--- src/rtl/adis_burst_sequencer_pkg.sv ---
// Shared FSM type, IMU register map and SPI frame helper for the ADIS burst sequencer.
package adis_pkg;

  typedef enum logic [1:0] {
    IDLE    = 2'd0,
    REQ     = 2'd1,
    STALL   = 2'd2,
    PUBLISH = 2'd3
  } state_e;

  localparam logic [6:0] X_GYRO_OUT = 7'h04;
  localparam logic [6:0] Y_GYRO_OUT = 7'h06;
  localparam logic [6:0] Z_GYRO_OUT = 7'h08;
  localparam logic [6:0] X_ACCL_OUT = 7'h0A;
  localparam logic [6:0] Y_ACCL_OUT = 7'h0C;
  localparam logic [6:0] Z_ACCL_OUT = 7'h0E;

  localparam int NUM_ADDRS = 6;

  // Entry 0 is the rightmost element: gyro X first, accel Z last.
  localparam logic [NUM_ADDRS-1:0][6:0] ADDR_TABLE = {
    Z_ACCL_OUT, Y_ACCL_OUT, X_ACCL_OUT, Z_GYRO_OUT, Y_GYRO_OUT, X_GYRO_OUT
  };

  localparam logic READ_BIT = 1'b0;

  function automatic logic [15:0] read_frame(input logic [6:0] addr);
    return {READ_BIT, addr, 8'h00};
  endfunction

endpackage

--- src/rtl/adis_burst_sequencer_sync_ff.sv ---
// Multi-flop synchroniser for a single asynchronous level, clearing to 0 on reset.
module sync_ff #(
  parameter int STAGES = 2
) (
  input  logic clk,
  input  logic rst_n,
  input  logic d,
  output logic q
);

  logic [STAGES-1:0] sync_q;
  logic [STAGES-1:0] sync_d;

  always_comb begin
    sync_d    = sync_q << 1'b1;
    sync_d[0] = d;
  end

  always_ff @(posedge clk or negedge rst_n) begin
    if (!rst_n) begin
      sync_q <= '0;
    end else begin
      sync_q <= sync_d;
    end
  end

  assign q = sync_q[STAGES-1];

endmodule

--- src/rtl/adis_burst_sequencer.sv ---
// Issues the pipelined ADIS register-read burst per trigger, enforces the
// inter-frame stall and publishes one gyro/accel sample atomically.
module adis_burst_sequencer
  import adis_pkg::*;
#(
  parameter int NUM_WORDS    = 6,
  parameter int STALL_CYCLES = 16,
  parameter int SYNC_STAGES  = 2
) (
  input  logic                    clk,
  input  logic                    rst_n,
  input  logic                    start,
  input  logic                    data_ready,
  input  logic                    dr_enable,
  output logic                    spi_req,
  output logic [15:0]             spi_word,
  input  logic                    spi_done,
  input  logic [15:0]             spi_rdata,
  output logic                    sample_valid,
  output logic [16*NUM_WORDS-1:0] sample_data,
  output logic                    busy,
  output logic                    overrun
);

  localparam int FW = $clog2(NUM_WORDS + 1);
  localparam int SW = $clog2(STALL_CYCLES + 1);

  state_e                     state_q, state_d;
  logic [FW-1:0]              frame_idx_q, frame_idx_d;
  logic [SW-1:0]              stall_cnt_q, stall_cnt_d;
  logic [NUM_WORDS-1:0][15:0] shadow_q, shadow_d;
  logic [NUM_WORDS-1:0][15:0] sample_data_q, sample_data_d;
  logic [15:0]                spi_word_q, spi_word_d;
  logic                       spi_req_q, spi_req_d;
  logic                       sample_valid_q, sample_valid_d;
  logic                       busy_q, busy_d;
  logic                       overrun_q, overrun_d;
  logic                       dr_sync_s;
  logic                       dr_prev_q, dr_prev_d;
  logic                       dr_rise_q, dr_rise_d;
  logic                       trig_s;

  // Frame NUM_WORDS is the dummy that flushes the last pipelined response.
  function automatic logic [15:0] frame_word(input logic [FW-1:0] idx);
    logic [6:0] addr;
    if (idx < FW'(NUM_WORDS)) begin
      addr = ADDR_TABLE[idx];
    end else begin
      addr = ADDR_TABLE[0];
    end
    return read_frame(addr);
  endfunction

  sync_ff #(
    .STAGES(SYNC_STAGES)
  ) u_dr_sync (
    .clk  (clk),
    .rst_n(rst_n),
    .d    (data_ready),
    .q    (dr_sync_s)
  );

  always_comb begin
    dr_prev_d = dr_sync_s;
    dr_rise_d = dr_sync_s & ~dr_prev_q;
    trig_s    = start | (dr_enable & dr_rise_q);
  end

  always_comb begin
    state_d        = state_q;
    frame_idx_d    = frame_idx_q;
    stall_cnt_d    = stall_cnt_q;
    shadow_d       = shadow_q;
    sample_data_d  = sample_data_q;
    sample_valid_d = 1'b0;
    case (state_q)
      IDLE: begin
        if (trig_s) begin
          frame_idx_d = '0;
          state_d     = REQ;
        end else begin
          state_d = IDLE;
        end
      end
      REQ: begin
        if (spi_done) begin
          // The first response belongs to whatever was read before this burst.
          if (frame_idx_q != '0) begin
            shadow_d[frame_idx_q - FW'(1)] = spi_rdata;
          end else begin
            shadow_d = shadow_q;
          end
          stall_cnt_d = '0;
          state_d     = STALL;
        end else begin
          state_d = REQ;
        end
      end
      STALL: begin
        if (stall_cnt_q == SW'(STALL_CYCLES - 1)) begin
          if (frame_idx_q == FW'(NUM_WORDS)) begin
            state_d        = PUBLISH;
            sample_data_d  = shadow_q;
            sample_valid_d = 1'b1;
          end else begin
            frame_idx_d = frame_idx_q + FW'(1);
            state_d     = REQ;
          end
        end else begin
          stall_cnt_d = stall_cnt_q + SW'(1);
        end
      end
      PUBLISH: begin
        state_d = IDLE;
      end
      default: begin
        state_d = IDLE;
      end
    endcase

    spi_req_d = (state_d == REQ);
    busy_d    = (state_d != IDLE);
    overrun_d = trig_s && (state_q != IDLE);
    if (spi_req_d && !spi_req_q) begin
      spi_word_d = frame_word(frame_idx_d);
    end else begin
      spi_word_d = spi_word_q;
    end
  end

  always_ff @(posedge clk or negedge rst_n) begin
    if (!rst_n) begin
      state_q        <= IDLE;
      frame_idx_q    <= '0;
      stall_cnt_q    <= '0;
      shadow_q       <= '0;
      sample_data_q  <= '0;
      spi_word_q     <= 16'h0000;
      spi_req_q      <= 1'b0;
      sample_valid_q <= 1'b0;
      busy_q         <= 1'b0;
      overrun_q      <= 1'b0;
      dr_prev_q      <= 1'b0;
      dr_rise_q      <= 1'b0;
    end else begin
      state_q        <= state_d;
      frame_idx_q    <= frame_idx_d;
      stall_cnt_q    <= stall_cnt_d;
      shadow_q       <= shadow_d;
      sample_data_q  <= sample_data_d;
      spi_word_q     <= spi_word_d;
      spi_req_q      <= spi_req_d;
      sample_valid_q <= sample_valid_d;
      busy_q         <= busy_d;
      overrun_q      <= overrun_d;
      dr_prev_q      <= dr_prev_d;
      dr_rise_q      <= dr_rise_d;
    end
  end

  assign spi_req      = spi_req_q;
  assign spi_word     = spi_word_q;
  assign sample_valid = sample_valid_q;
  assign sample_data  = sample_data_q;
  assign busy         = busy_q;
  assign overrun      = overrun_q;

endmodule
--- config.mk ---
export PLATFORM = sky130hd
export DESIGN_NAME = adis_burst_sequencer
export DESIGN_NICKNAME = d
export VERILOG_FILES = /design/src/rtl/adis_burst_sequencer_pkg.sv /design/src/rtl/adis_burst_sequencer_sync_ff.sv /design/src/rtl/adis_burst_sequencer.sv
export SDC_FILE = /design/constraint.sdc
export NUM_CORES = 1
export LEC_CHECK = 0
export CORE_ASPECT_RATIO = 0.6
export CORE_MARGIN = 3
export CORE_UTILIZATION = 40
export DETAILED_ROUTE_END_ITERATION = 6
export PLACE_DENSITY_LB_ADDON = 0.12
export SLEW_MARGIN = 20
export SYNTH_ARGS = -nofsm -noshare
export SYNTH_HDL_FRONTEND = slang
export SYNTH_SLANG_ARGS = --single-unit
--- constraint.sdc ---
create_clock -name clk -period 2.1 [get_ports clk]
set_clock_uncertainty 0.05 [all_clocks]
set_input_delay 0.63 -clock clk [delete_from_list [all_inputs] [get_ports clk]]
set_output_delay 0.63 -clock clk [all_outputs]
set_load 0.02 [all_outputs]
Word level (Yosys, flattened, before mapping)
Memories as Yosys holds them, arrays and structs flattened.
Index checks and enable logic that the tools add are counted.

word-level totals
  register bits = 217
  memory bits (read-only) = 56
  input port bits = 22
  output and inout port bits = 116
  word-level logic and storage cells = 75
  memories = 1

operators by class
  add/subtract/negate cells = 3
  $lt $le $gt $ge = 4
  equality and inequality tests = 8
  muxes and demuxes = 20
  bitwise logic cells = 4
  reductions and logical operators = 12

memories
  name              words  bits a word  rd ports  clocked after memory_dff  wr ports  RTL line                    source
  (name not given)  8      7            1         0                         0         adis_burst_sequencer.sv:47  addr = ADDR_TABLE[idx];

operators with widths
  kind                 count
  $bwmux 96            1
  $demux 16 s3         1
  $mux 16              1
  $mux 7               2
  $mux 5               2
  $pmux 5 s2           1
  $mux 3               3
  $reduce_and 3->1     3
  $lt 3x4->1 const B   2
  $pmux 2 s4           1
  $mux 2               3
  $pmux 3 s2           1
  $reduce_bool 2->1    3
  $add 5x1->5 const B  1
  $eq 5x4->1 const B   1
  $eq 2x1->1 const B   2
  $eq 2x2->1 const B   2
  $mux 1               4
  $ne 2x2->1 const B   2
  $add 3x1->3 const B  1
  $eq 3x3->1 const B   1
  $ge 3x1->1 const B   1
  $logic_and 1x1->1    3
  $lt 3x3->1 const B   1
  other kinds (7)      8

Logic depth before layout (Yosys ltp)
Gate-level depths: netlist (run 1).

  depth after elaboration = 7
  gate-level depth with buffers = 9
  depth with buffers taken out = 8

Cells and area by module
Synthesis (run 1) repeated with hierarchy kept, for this count alone.

second synthesis, totals
  cell total of the unflattened synthesis = 518
  area total of the unflattened synthesis = 8331.7 sq um

modules (own cells, without submodules)
  module                times used  cells an instance  area an instance (sq um)
  adis_burst_sequencer  1           516                8281.7
  sync_ff               1           2                  50.0

Worst setup path before layout (run 1)
Ideal clock, no wire load.

  path kind = flip-flop to flip-flop
  start = register stall_cnt_q[0]
  end = register sample_data_q, in the netlist sample_data[17]
  library setup time = 0.125 ns
  data arrival time = 2.059 ns
  setup slack = -0.134 ns
  cell stages (with the launch flop) = 10
  cells stage by stage = dfrtp_1 > ha_1 > and3_1 > ha_1 > clkbuf_1 > and4_1 > buf_2 > buf_6 > buf_6 > mux2_2

between the ends
  longest elaborated chain between the ends = 2

ends and longest elaborated chain
  item                        RTL line                     source
  start: declaration          adis_burst_sequencer.sv:30   logic [SW-1:0] stall_cnt_q, stall_cnt_d;
  start signal: assignment    adis_burst_sequencer.sv:148  stall_cnt_q <= stall_cnt_d;
  $eq 5x4->1                  adis_burst_sequencer.sv:100  if (stall_cnt_q == SW'(STALL_CYCLES - 1)) begin
  $reduce_and 3->1 (no line)  --
  end signal: assignment      adis_burst_sequencer.sv:150  sample_data_q <= sample_data_d;
  end: declaration            adis_burst_sequencer.sv:32   logic [NUM_WORDS-1:0][15:0] sample_data_q, sample_data_d;

No other way between the ends.
A chain may end at the register's enable or synchronous reset.

Worst setup path in the final report (run 1)
  start = register stall_cnt_q[1]
  end = register sample_data_q, in the netlist sample_data[58]

The elaborated chain is that of the path after synthesis.

==> results of run 1 <==
-- cell usage in the layout (no fill, tap or decap), drive strengths merged, types with 2 or more instances in the layout --
| cell type | count |
|---|---|
| clkdlybuf4s50 | 20 |
| conb | 13 |
| clkbuf | 31 |
| clkinv | 5 |
| bufinv | 3 |
| nand2 | 11 |
| a21boi | 4 |
| dfrtp | 213 |
| nand2b | 2 |
| a221oi | 2 |
| nor2 | 12 |
| a21oi | 6 |
| mux2 | 195 |
| ha | 6 |
| nor2b | 2 |
| buf | 49 |
| dlygate4sd2 | 103 |
| nor3 | 3 |
| xor2 | 2 |
| nand3 | 3 |
| a311oi | 2 |
| inv | 8 |
-- area by class of cell --
class                      instances  area share
sequential                       213      0.4627
multi-input combinational        277      0.2798
timing repair buffer             175      0.1631
inverter                           7    0.002281
clock buffer                      28     0.05137
clock inverter                     9     0.01108
tap                              273     0.02965
-- cells by family after synthesis --
kind of cell	synth area share
muxes	0.2701
adders and majority gates	0.008785
DFF	0.6237
xor gates and xnor gates	0.002050
other	0.0004388
and+or+nand+nor	0.03777
buffers and inverters	0.03719
AOI/OAI and AO/OA	0.01991
-- synth_stat cells (3+ instances only) --
cell      number
buf_12         3
nor2_1         8
a21oi_1        5
buf_6          8
mux2_2       164
dfrtp_1      213
nor2_8         4
ha_1           6
buf_4         13
a21boi_0       4
buf_2          8
inv_1          7
nand2_1        9
mux2_4        30
-- layer usage --
metal  global-route usage  up-vias
li1                     -     2172
met1               0.2549     2540
met2               0.2498      125
met3              0.03930       24
met4              0.03631        0
met5                    0        -
-- power groups by stage --
stage                     combinational, W  sequential, W  clock (W)
after floorplan                   0.000488        0.00452          0
after global placement            0.000882        0.00452          0
after detailed placement          0.000924        0.00453          0
after CTS                         0.000923        0.00446    0.00401
after global routing               0.00104        0.00449    0.00420
final                             0.000941        0.00446    0.00392
-- flip-flops by register name, indices dropped and copies added (netlist names), 2 cells and up --
register,count
sample_data,96
shadow_q,96
stall_cnt_q,5
frame_idx_q,3
spi_word,3
state_q,2
u_dr_sync.sync_q,2
-- critical path: cells and delay by family, from the launching register on --
kind,cells,cell delay (ps)
flops,1,380
buf+inv,3,430
mux,1,340
simple gates,2,460
fa+ha+maj,2,350
-- per-stage QoR --
step | cell area [sq um] | setup TNS [ps] | cells
2_1_floorplan | 8606 | 0 | 530
3_3_place_gp | 10410 | -32990 | 935
3_5_place_dp | 10410 | -41300 | 935
4_1_cts | 11260 | -549.6 | 981
5_1_grt | 11520 | -7009 | 982
6_report | 11520 | -1399 | 982
-- timing repair --
action                     in CTS  in global routing
setup endpoints to repair     202                183
resized for setup             131                 56
pin swaps                       3                  3
setup buffers                   5                  1
cloned                          4                  2
-- final timing paths --
check | to | cells past startpoint | slack, ps
worst max-delay path | sample_data[58] | 8 | -40
min in group clk | u_dr_sync.sync_q[1] | 0 | 300
worst min-delay path | shadow_q[67] | 1 | 60
worst min register to register | u_dr_sync.sync_q[1] | 0 | 300
worst max register to register | sample_data[58] | 8 | -40
max in group asynchronous | shadow_q[93] | 2 | 1320
==> flow_summary.yaml, run 1 <==
outcome:
  outcome: "finished with violations"
  violations: "setup timing"
logic_synthesis:
  ys_seq_elements: 213
  synth_area_leader_cell: "dfrtp_1"
  synthArstFlopShare: 1.000
  postSynthCellCount: 518
  syn_area_per_cell_sq_um: 16.50
  synth_area_sq_um: 8546
  synthTopCellsByArea: "dfrtp_1 (62%), mux2_2 (22%), mux2_4 (5.3%)"
  synth_warnings: 0
  ys_seq_area_frac: 0.6237
  synth_top_area_share: 0.6237
  synth_edf_count: 0
  ys_types: 43
  synth_ff_type: "dfrtp_1"
drt:
  met3WireLength_microns: 1325
  wl_met1_microns: 9772
  drt-initial-drc-count: 173
  vias: 4861
  via_per_inst: 4.950
  postRouteWirelength_microns: 20080
  post_drt_wl_per_cell_microns: 20.44
  dr.pass1.iters: 4
  drc: 0
  postRouteAntennaNets: 0
  met2_length_microns: 8653
  dr.max_layer_used: "met4"
placed_design:
  gp_congestion: 0.8014
  dp_slack_ps: -358.9
  hpwlAfterDp_microns: 12810
  io_buffers: 124
cts:
  cts_buffer_depth: 3
  cts_hold_buffers: 0
  cts_tree: "yes"
  clk_latency_ps: 490
  clk_pin_slew_ps: 70
  h-tree-depth: 1
  cts.sinks: 213
  cts_buffers: 21
  clock-root-buffer: "clkbuf_16"
global_routing:
  grt_pass1_wl_microns: 30870
  grt_pass1_vias: 5215
  grt_usage: 0.1691
  antenna_found_initial: 1
  grt_overflow: 0
  grt_max_degree: 52
worst_setup_path:
  crit_start: "stall_cnt_q[1]"
  crit_path_start_kind: "register"
  r2r-start: "stall_cnt_q[1]"
  crit_slowest_cell: "dfrtp_1"
  required_ps: 2420
  cp_data_arrival_time_ps: 2460
  cp_cell_sequence: "ha_2, and3_4, ha_4, buf_6, and4_4, buf_12, buf_16, mux2_2"
  crit_path_max_fanout: 16
  critical_path_class: "reg2reg"
  end_kind: "register"
  worst_path_largest_cell_delay_ps: 380
cells_and_area:
  area_delta_synth_final_pct: 34.80
  multi_input_area_sq_um: 3223
  drive_above_1_share: 0.4344
  antennaDiodeCount: 0
  final_core_util: 0.5628
  layout.nets: 723
  regArea_sq_um: 5330
  nFillCells: 1657
floorplanning:
  rows: 40
  initial_core_util: 0.4175
  dieArea_sq_um: 23210
  io-pin-count: 138
  fp.dieH_microns: 119.2
  coreArea_sq_um: 20470
  die_width_microns: 194.7
sta:
  setup_viol: 63
  period_minus_slack_ps: 2142
  report.final.slew_viol_count: 0
  hold_viol: 0
  fin_hold_ws_ps: 57.68
  max_freq_mhz: 466.8
  finalCritPeriodShare: 1.020
  rsz0062_at_grt: "true"
  worst_slack_ps: -42.16
power:
  p_int_w: 0.007112
  switching_power_w: 0.002213
  pwr-share-comb: 0.101
  power.density_nw_per_um2: 809.5
  clockPowerShare: 0.420
  power_frac_seq: 0.479
  ir_drop_mv: 0.4723
  p_total_w: 0.009325
  p_leak_nw: 6.122
  swShare: 0.2373
min_path:
  hold_class: "in2async"
job:
  maxCapViolCount: 0
Power figures use the tool's default switching activity.
==> inputs of run 2 (changes only) <==
CELL_PAD_IN_SITES_DETAIL_PLACEMENT = 0   (was not set)
CELL_PAD_IN_SITES_GLOBAL_PLACEMENT = 2   (was not set)
CORE_UTILIZATION = 35   (was 40)
==> run 2 against run 1 <==
Against the previous run: the run still ends with setup timing left; non-clock buffer count shrank 3; critical endpoint is now spi_word[9]; sequential share of layout area up 0.88 points; via count decreased by 1.9%; fmax is 0.39% higher; critical path depth increased by 1; register-to-register slack hardly changed.
==> flow_summary.yaml, run 2 (synthesized netlist as in run 1, its figures left out) <==
cells_and_area:
  area_delta_synth_final_pct: 32.28
  final_cell_mix: "dfrtp_1 (213), mux2_2 (162), dlygate4sd2_1 (103)"
  final_core_util: 0.4797
  layout.nets: 721
  design_area_sq_um: 11300
  regArea_sq_um: 5330
  drive_above_1_share: 0.4280
  multi_input_area_sq_um: 3018
  nFillCells: 2090
  antennaDiodeCount: 0
  mostFrequentLayoutCell: "dfrtp_1"
global_routing:
  grt_overflow: 0
  antenna_found_initial: 1
  grt_pass1_vias: 5075
  busiest_layer: "met2"
  grtUsageMet3: 0.03362
  grt_pass1_wl_microns: 29770
  grtUsageMet2: 0.2170
  grt_max_degree: 57
  grt_usage: 0.1410
  grt_util_met1: 0.2091
cts:
  cts_tree: "yes"
  h-tree-depth: 1
  cts_buffer_depth: 3
  cts_hold_buffers: 0
  clk_pin_slew_ps: 60
  clk_latency_ps: 490
  cts_buffers: 22
  cts.sinks: 213
  clock-root-buffer: "clkbuf_16"
sta:
  relSlewSlack: 0.6684
  report.final.slew_viol_count: 0
  fin_hold_ws_ps: 13.33
  rsz0062_at_grt: "true"
  hold_viol: 0
  max_freq_mhz: 468.6
  finalCritPeriodShare: 1.016
  worst_pin_slew_ps: 495.8
  setup_tns_ps: -82.53
  worst_slack_ps: -33.89
  period_minus_slack_ps: 2134
  setup_viol: 3
power:
  ir_drop_mv: 0.4993
  p_int_w: 0.007201
  pwr-share-comb: 0.097
  p_leak_nw: 6.066
  power_frac_seq: 0.477
  clockPowerShare: 0.426
  swShare: 0.2320
  switching_power_w: 0.002175
  power.density_nw_per_um2: 829.4
drt:
  drt-initial-drc-count: 180
  postRouteWirelength_microns: 19480
  vias: 4770
  dr.pass1.iters: 4
  via_per_inst: 4.663
  post_drt_wl_per_cell_microns: 19.04
  drc: 0
  postRouteAntennaNets: 0
placed_design:
  dp_slack_ps: -360.1
  io_buffers: 124
  gp_congestion: 0.7909
  dpl-instance-area_sq_um: 10440
  hpwlAfterDp_microns: 13200
job:
  maxCapViolCount: 0
worst_setup_path:
  crit_path_start_kind: "register"
  cp_cell_sequence: "ha_2, and3_4, ha_4, buf_6, buf_4, o22ai_1, o2bb2ai_2, a21boi_0, mux2_2"
  r2r-start: "stall_cnt_q[0]"
  required_ps: 2430
  crit_path_max_fanout: 5
  cp_data_arrival_time_ps: 2460
  crit_start: "stall_cnt_q[0]"
  worst_path_largest_cell_delay_ps: 390
  end_kind: "register"
  critical_path_class: "reg2reg"
  crit_slowest_cell: "dfrtp_1"
floorplanning:
  dieArea_sq_um: 26390
  rows: 43
  die_width_microns: 207.7
  io-pin-count: 138
  initial_core_util: 0.3626
  fp.dieH_microns: 127.0
  coreArea_sq_um: 23570
outcome:
  violations: "setup timing"
  outcome: "finished with violations"
min_path:
  hold_class: "in2async"
-- run 2: cell types whose count changed in the layout (fill, tap and decap cells not counted), moves of 2 or more --
cell / change
mux2_4: -55
mux2_2: +55
buf_16: -5
clkbuf_1: +2
clkbuf_16: +4
-- run 2: timing repair --
action | CTS | global route
setup endpoints to repair | 175 | 135
setup buffers | 0 | 8
pin swaps | 1 | 4
hold endpoints to repair | 0 | 0
cloned | 0 | 4
resized for setup | 109 | 12
-- run 2: path summary, 6_finish.rpt --
| kind | cells after the start | slack, ps | end |
|---|---|---|---|
| hold reg to reg | 0 | 300 | u_dr_sync.sync_q[1] |
| setup reg to reg | 9 | -30 | spi_word[9] |
| min in group clk | 0 | 300 | u_dr_sync.sync_q[1] |
| max in group asynchronous | 2 | 1370 | shadow_q[41] |
| hold / removal | 1 | 10 | u_dr_sync.sync_q[0] |
| setup / recovery | 9 | -30 | spi_word[9] |
-- run 2: cell type report --
| type | instances | share of cell area |
|---|---|---|
| clock buffers | 34 | 0.05988 |
| repair buffers | 172 | 0.1578 |
| inverters | 7 | 0.002324 |
| well taps | 315 | 0.03486 |
| multi-input cells | 277 | 0.2670 |
| clock inverters | 5 | 0.006641 |
| flip-flops and latches | 213 | 0.4715 |
-- run 2: per-layer routing --
layer  part of all wire  routed length, microns
met1               0.48                    9448
met4             0.0082                     159
met2               0.46                    8912
met3              0.049                     961
met5                  0                       0
-- run 2: power by group through the flow --
stage / registers [W] / logic (W) / clock network [W]
after floorplan: 0.00452 / 0.000488 / 0
after global placement: 0.00454 / 0.000874 / 0
after detailed placement: 0.00454 / 0.000896 / 0
after CTS: 0.00447 / 0.000883 / 0.00413
after global routing: 0.00450 / 0.00102 / 0.00431
final: 0.00447 / 0.000909 / 0.00399
-- run 2: stage by stage --
stage | power [W] | instances
floorplan | 0.005007 | 530
global placement | 0.005414 | 973
detailed placement | 0.005440 | 973
CTS | 0.009485 | 1012
global route | 0.009825 | 1023
finish | 0.009376 | 1023
-- run 2: worst max-delay path: cells and delay by family (launching register included) --
family / cells / cell delay, ps
fa+ha+maj: 2 / 350
mux: 1 / 280
flops: 1 / 390
simple gates: 1 / 180
buf+inv: 2 / 250
compound gates: 3 / 500
==> inputs of run 3 (changes only) <==
CELL_PAD_IN_SITES_DETAIL_PLACEMENT = not set   (was 0)
CELL_PAD_IN_SITES_GLOBAL_PLACEMENT = not set   (was 2)
CORE_UTILIZATION = 40   (was 35)
SKIP_LAST_GASP = 1   (was not set)
==> run 3 against run 2 <==
Against the previous run: critical endpoint is now sample_data[56]; sequential cell count stayed put; total power down 0.56%; via count increased by 1.9%; highest routed layer unchanged; register-to-register slack hardly changed; largest cell class unchanged; the run still ends with setup timing left; critical path depth decreased by 1.
==> flow_summary.yaml, run 3 (synthesized netlist as in run 1, its figures left out) <==
outcome:
  outcome: "finished with violations"
  violations: "setup timing"
floorplanning:
  initial_core_util: 0.4175
  fp.dieH_microns: 119.2
  rows: 40
  die_width_microns: 194.7
  coreArea_sq_um: 20470
  io-pin-count: 138
  dieArea_sq_um: 23210
cts:
  cts_buffers: 21
  cts_hold_buffers: 0
  cts.sinks: 213
  h-tree-depth: 1
  clock-root-buffer: "clkbuf_16"
  clk_latency_ps: 490
  cts_buffer_depth: 3
  clk_pin_slew_ps: 70
  cts_tree: "yes"
job:
  maxCapViolCount: 0
drt:
  dr.pass1.iters: 4
  drt-initial-drc-count: 190
  post_drt_wl_per_cell_microns: 20.54
  via_per_inst: 4.939
  postRouteAntennaNets: 0
  postRouteWirelength_microns: 20210
  vias: 4860
  drc: 0
cells_and_area:
  final_cell_mix: "dfrtp_1 (213), mux2_2 (108), dlygate4sd2_1 (103)"
  layout.nets: 725
  final_cells: 984
  mostFrequentLayoutCell: "dfrtp_1"
  antennaDiodeCount: 0
  nFillCells: 1655
  area_delta_synth_final_pct: 35.07
  multi_input_area_sq_um: 3213
  design_area_sq_um: 11540
  regArea_sq_um: 5330
  drive_above_1_share: 0.4346
  final_core_util: 0.5639
sta:
  finalCritPeriodShare: 1.017
  worst_slack_ps: -35.47
  setup_tns_ps: -1138
  max_freq_mhz: 468.3
  setup_viol: 66
  report.final.slew_viol_count: 0
  period_minus_slack_ps: 2135
  hold_viol: 0
  rsz0062_at_grt: "true"
  fin_hold_ws_ps: 60.45
worst_setup_path:
  crit_path_start_kind: "register"
  crit_path_max_fanout: 8
  required_ps: 2420
  worst_path_largest_cell_delay_ps: 380
  end_kind: "register"
  critical_path_class: "reg2reg"
  cp_cell_sequence: "ha_2, and3_4, ha_4, buf_6, and4_4, buf_4, buf_12, mux2_2"
  crit_slowest_cell: "dfrtp_1"
  cp_data_arrival_time_ps: 2460
placed_design:
  hpwlAfterDp_microns: 12810
  io_buffers: 124
  dp.cells: 935
  dpl-instance-area_sq_um: 10410
  gp_congestion: 0.8014
power:
  ir_drop_mv: 0.4672
  power.density_nw_per_um2: 807.8
  p_leak_nw: 6.135
global_routing:
  grt_pass1_vias: 5184
  grt_usage: 0.1683
  antenna_found_initial: 1
  grt_max_degree: 52
  grt_overflow: 0
  grt_pass1_wl_microns: 30680
min_path:
  hold_class: "in2async"
## run 3: power by group
| group | switching (W) | total [W] | internal [W] | leakage [nW] |
|---|---|---|---|---|
| registers | 0.000152 | 0.00446 | 0.00431 | 2.94 |
| clock network | 0.00157 | 0.00392 | 0.00236 | 0.358 |
| logic | 0.000495 | 0.000937 | 0.000442 | 2.83 |
| total | 0.00221 | 0.00932 | 0.00711 | 6.14 |
## run 3: worst paths after layout
| path | from | endpoint | slack (ps) | depth (start not counted) |
|---|---|---|---|---|
| max | stall_cnt_q[1] | sample_data[56] | -40 | 8 |
| min | rst_n | shadow_q[67] | 60 | 1 |
| max reg2reg | stall_cnt_q[1] | sample_data[56] | -40 | 8 |
| min reg2reg | u_dr_sync.sync_q[0] | u_dr_sync.sync_q[1] | 300 | 0 |
| max in group asynchronous | rst_n | shadow_q[93] | 1330 | 2 |
| min in group clk | u_dr_sync.sync_q[0] | u_dr_sync.sync_q[1] | 300 | 0 |
## run 3: repair_timing
action                                  in CTS  in global routing
setup buffers                                5                  1
gates cloned                                 4                  4
endpoints found under the setup margin     202                150
pin swaps                                    3                  3
gates resized for setup                    120                 61
## run 3: worst max-delay path: cells and delay by family (launching register included)
| family | cells | cell delay [ps] |
|---|---|---|
| adder cells (fa/ha/maj) | 2 | 350 |
| AND/OR/NAND/NOR | 2 | 450 |
| buffers and inverters | 3 | 460 |
| multiplexers | 1 | 330 |
| flip-flops | 1 | 380 |
## run 3: through the flow
stage | total power [W] | setup WS (ps)
3_5_place_dp | 0.005454 | -358.9
4_1_cts | 0.009386 | -46.80
2_1_floorplan | 0.005007 | 2.771
3_3_place_gp | 0.005401 | -319.3
6_report | 0.009324 | -35.47
5_1_grt | 0.009729 | -88.63
## run 3: final cells by class
class,count,area share
tap,273,0.02959
inverter,7,0.002276
clock buffer,28,0.05127
multi-input combinational,277,0.2784
clock inverter,9,0.01106
timing repair buffer,177,0.1656
sequential,213,0.4618
## run 3: routing by layer
layer | vias to the layer above | GRT usage | part of all wire
met4 | 0 | 0.03631 | 0.016
met5 | - | 0 | 0
met1 | 2559 | 0.2534 | 0.50
li1 | 2171 | - | -
met2 | 106 | 0.2487 | 0.43
met3 | 24 | 0.03930 | 0.053
